### src/rtl/counter_pkg.sv
`default_nettype none
// +--------------------------------------------------------------------------+
// | counter_pkg: state encoding and default width shared by the counters.    |
// | Revision: 1.0                                                            |
// +--------------------------------------------------------------------------+
package counter_pkg;

  localparam int DEFAULT_WIDTH = 3;

  typedef enum logic [1:0] {
    IDLE = 2'b00,
    RUN  = 2'b01,
    DONE = 2'b10
  } state_t;

endpackage
`default_nettype wire

### src/rtl/counter_down.sv
`default_nettype none
// +--------------------------------------------------------------------------+
// | counter_down: loadable countdown timer with done/ack handshake.          |
// | Optional feature macro: COUNTER_DOWN_AUTORELOAD_EN (wrap to loaded value)|
// | Revision: 1.0                                                            |
// +--------------------------------------------------------------------------+
module counter_down
  import counter_pkg::*;
#(
  parameter int WIDTH = DEFAULT_WIDTH
) (
  input  logic             clock,
  input  logic             reset,
  input  logic [WIDTH-1:0] in,
  input  logic             load,
  input  logic             dec,
  input  logic             ack,
  output logic [WIDTH-1:0] value,
  output logic             busy,
  output logic             done
);

  state_t           state, state_nxt;
  logic [WIDTH-1:0] count, count_nxt;

`ifdef COUNTER_DOWN_AUTORELOAD_EN
  logic [WIDTH-1:0] reload;
  logic             wrap;
  logic             wrap_pulse;
`endif

  always_ff @(posedge clock or negedge reset) begin
    if (!reset) begin
      state <= IDLE;
      count <= '0;
    end else begin
      state <= state_nxt;
      count <= count_nxt;
    end
  end

`ifdef COUNTER_DOWN_AUTORELOAD_EN
  always_ff @(posedge clock or negedge reset) begin
    if (!reset) begin
      reload     <= '0;
      wrap_pulse <= 1'b0;
    end else begin
      wrap_pulse <= wrap;
      if (load) reload <= in;
    end
  end
`endif

  always_comb begin
    state_nxt = state;
    count_nxt = count;
`ifdef COUNTER_DOWN_AUTORELOAD_EN
    wrap      = 1'b0;
`endif
    // Load has priority over dec in every state and over ack in DONE.
    if (load) begin
      count_nxt = in;
      state_nxt = (in == '0) ? DONE : RUN;
    end else begin
      case (state)
        RUN: begin
          if (dec) begin
            if (count == WIDTH'(1)) begin
`ifdef COUNTER_DOWN_AUTORELOAD_EN
              count_nxt = reload;
              wrap      = 1'b1;
`else
              count_nxt = '0;
              state_nxt = DONE;
`endif
            end else begin
              count_nxt = count - WIDTH'(1);
            end
          end
        end
        DONE:    if (ack) state_nxt = IDLE;
        IDLE:    state_nxt = IDLE;
        default: state_nxt = IDLE;
      endcase
    end
  end

  assign value = count;
  assign busy  = (state == RUN);
`ifdef COUNTER_DOWN_AUTORELOAD_EN
  assign done  = (state == DONE) | wrap_pulse;
`else
  assign done  = (state == DONE);
`endif

endmodule
`default_nettype wire

### config.mk
export PLATFORM = sky130hd
export DESIGN_NAME = counter_down
export DESIGN_NICKNAME = d
export VERILOG_FILES = /design/src/rtl/counter_pkg.sv /design/src/rtl/counter_down.sv
export SDC_FILE = /design/constraint.sdc
export NUM_CORES = 1
export LEC_CHECK = 0
export CAP_MARGIN = 20
export CORE_AREA = 2 2 39 41
export CTS_CLUSTER_SIZE = 20
export DETAILED_ROUTE_END_ITERATION = 10
export DIE_AREA = 0 0 41 43
export PLACE_DENSITY = 0.51
export SETUP_SLACK_MARGIN = 0.2
export SLEW_MARGIN = 20
export SYNTH_ARGS = -nofsm -noshare
export SYNTH_HDL_FRONTEND = slang
export SYNTH_SLANG_ARGS = --single-unit
### constraint.sdc
create_clock -name clock -period 1.4 [get_ports clock]
set_input_delay 0.14 -clock clock [delete_from_list [all_inputs] [get_ports clock]]
set_output_delay 0.14 -clock clock [all_outputs]
set_load 0.005 [all_outputs]
==> run metrics <==
share of flip-flops with an asynchronous set or reset=1.00; pwr dens=roughly 920 nW/um^2; DIE AREA=approximately 1800 um^2; Buffers on Ports=12; Worst EP arrival=between 1000 and 1500 ps; Clock Sinks=5; critical-path maximum fanout=3; FF+latch count, synth=5; Most used DFF post-synth=dfrtp_1; # hold bufs at CTS=0; WL final=~870 um; I/O Pins=13; row cnt=14; DR iter-0 viols=2; clk buf depth=2; Final Hold Vio Count=0; Hold WS=roughly 130 ps; Mapped Cells=31; peak supply drop=around 510 uV; gpl congestion=0.695; Yosys top cell area share=0.407; core area=1380 um^2; post-synthesis sequential area ratio=0.407; drt drc=0; drt first pass iters=2; initial antenna violation count=0; final worst path period need=~1200 ps; Clk Latency, worst-skew pair=roughly 240 ps; fmax=0.808 GHz; kind of critical path=reg -> reg; Initial Utilization=0.222; max-cap check violation count=0; crit path launch=value[1]$_DFFE_PN0P_; Yosys Warn Count=0; CTS tree=done; Reg2Reg Depth=5; Nets=63; worst clock skew=around 4 ps; final setup margin=around 160 ps; relative slew slack=0.810; drt wl/cell=around 13 um; Leakage=0.236 nW; antenna-violating nets left=0; Worst EP required=around 1500 ps; Synth Net Count=41; largest net degree at the start of global routing=9; vias per inst=~4.7; post-synth top area cell=dfrtp_1; gr usage total=0.106; die width=roughly 41 um; vias post-DR=around 320; post-place setup slack=between 100 and 150 ps; worst slew pin tran=around 280 ps; CTS Buf Count=3; Post-synth EDFFs=0; startpoint types=flop; Die H=~43 um; Area growth syn-to-layout=78.9%; Synth area leaders=dfrtp_1 (41%), nor2b_1 (10%), ha_1 (8.1%), a221o_1 (6.5%), nand3b_1 (4.9%); setup TNS=0 ps; global route overflow=0; Final period util=0.884; outcome=finished clean; Netlist Area Pre-Place=about 300 um^2; final setup vio count=0; first-pass GRT wire length=1.18 mm; Antenna diodes=0; root buffer cell=clkbuf_4; H-Tree Depth=1; layout cells sized above 1=0.385; RSZ-0062 raised after global routing=true; total power=0.504 mW; reg2reg setup slack=160 ps; worst reg2reg path endpoint=value[0]$_DFFE_PN0P_; endpoint class of the critical path=flop; Syn Area/Cell=between 9 and 10 um^2; Synth cell types=16; launching point of the worst reg2reg path=value[1]$_DFFE_PN0P_; worst min path class=in -> async; number of global-route vias before repair=301; Max Transition Viols Final=0; Reg clk slew, reported paths=about 50 ps
==> per-layer routing <==
metal | GRT usage | routed length [um]
met5 | 0 | 0
met1 | 0.104 | 331
met3 | 0.0785 | 48
met4 | 0.0200 | 0
met2 | 0.172 | 492
==> cells in the mapped netlist, types with 2 or more instances <==
| cell | count |
|---|---|
| a221o_1 | 2 |
| dfrtp_1 | 5 |
| ha_1 | 2 |
| inv_1 | 3 |
| nand2_1 | 2 |
| nand3b_1 | 2 |
| nor2b_1 | 5 |
| nor4_1 | 2 |
==> worst max-delay path: stages, from the launching register on <==
cell and delay, ps:
dfrtp_1 400, inv_2 90, ha_4 130, nor2b_4 170, nor4_2 60, a221o_1 270
==> layout make-up <==
cell class	count	area, um^2
clock buffer	4	26.3
multi-input combinational	22	210
tap	16	20.0
inverter	3	11.3
timing repair buffer	18	156
fill	145	833
sequential	5	126
==> worst max-delay path by stage <==
stage | to | slack (ps)
floorplan | state[1]$_DFFE_PN0P_ | 170
global placement | state[1]$_DFFE_PN0P_ | 120
detailed placement | state[1]$_DFFE_PN0P_ | 110
CTS | busy | 120
global route | value[0]$_DFFE_PN0P_ | 90
finish | value[0]$_DFFE_PN0P_ | 160
==> per-stage QoR <==
step | cells | area, um^2 | utilization
after floorplan | 31 | 318 | -
final | 68 | 551 | 0.398
after global placement | 59 | 460 | 0.333
after CTS | 67 | 523 | 0.378
after detailed placement | 59 | 460 | 0.333
after global routing | 68 | 551 | 0.398
==> power by group <==
part	switching, mW	internal, mW	leakage (nW)	total (mW)
registers	0.0149	0.161	0.0594	0.176
clock network	0.0625	0.108	0.0150	0.170
logic	0.0650	0.0927	0.161	0.158
==> logic make-up after synthesis <==
family	Yosys count	synth area share
AO/OA/AOI/OAI	6	0.183
flip-flops	5	0.407
AND/OR/NAND/NOR	14	0.276
adder cells (fa/ha/maj)	2	0.0813
buffers and inverters	4	0.0528
==> placed cells by master (no fill, tap or decap), drive strengths merged <==
cell type / instances
dlygate4sd2: 3
and3: 1
clkdlybuf4s15: 1
o31a: 1
nor2: 1
nand2: 2
o31ai: 1
a221o: 2
o311ai: 1
nor2b: 5
nor4: 2
ha: 2
clkdlybuf4s50: 7
buf: 6
nand4b: 1
nand3b: 2
clkbuf: 5
inv: 3
dfrtp: 5
a2111o: 1
==> flip-flops by register name (all words and copies together), names as in the netlist <==
register	flops
state	2
value	3
==> what timing repair did <==
item / in CTS / in global routing
pin swaps: 0 / 4
gates resized for setup: 8 / 9
buffers inserted: 4 / 1
hold endpoints to repair: 0 / 0
endpoints found under the setup margin: 9 / 7
gates cloned: 0 / 0
(Power assumes the default switching activity.)
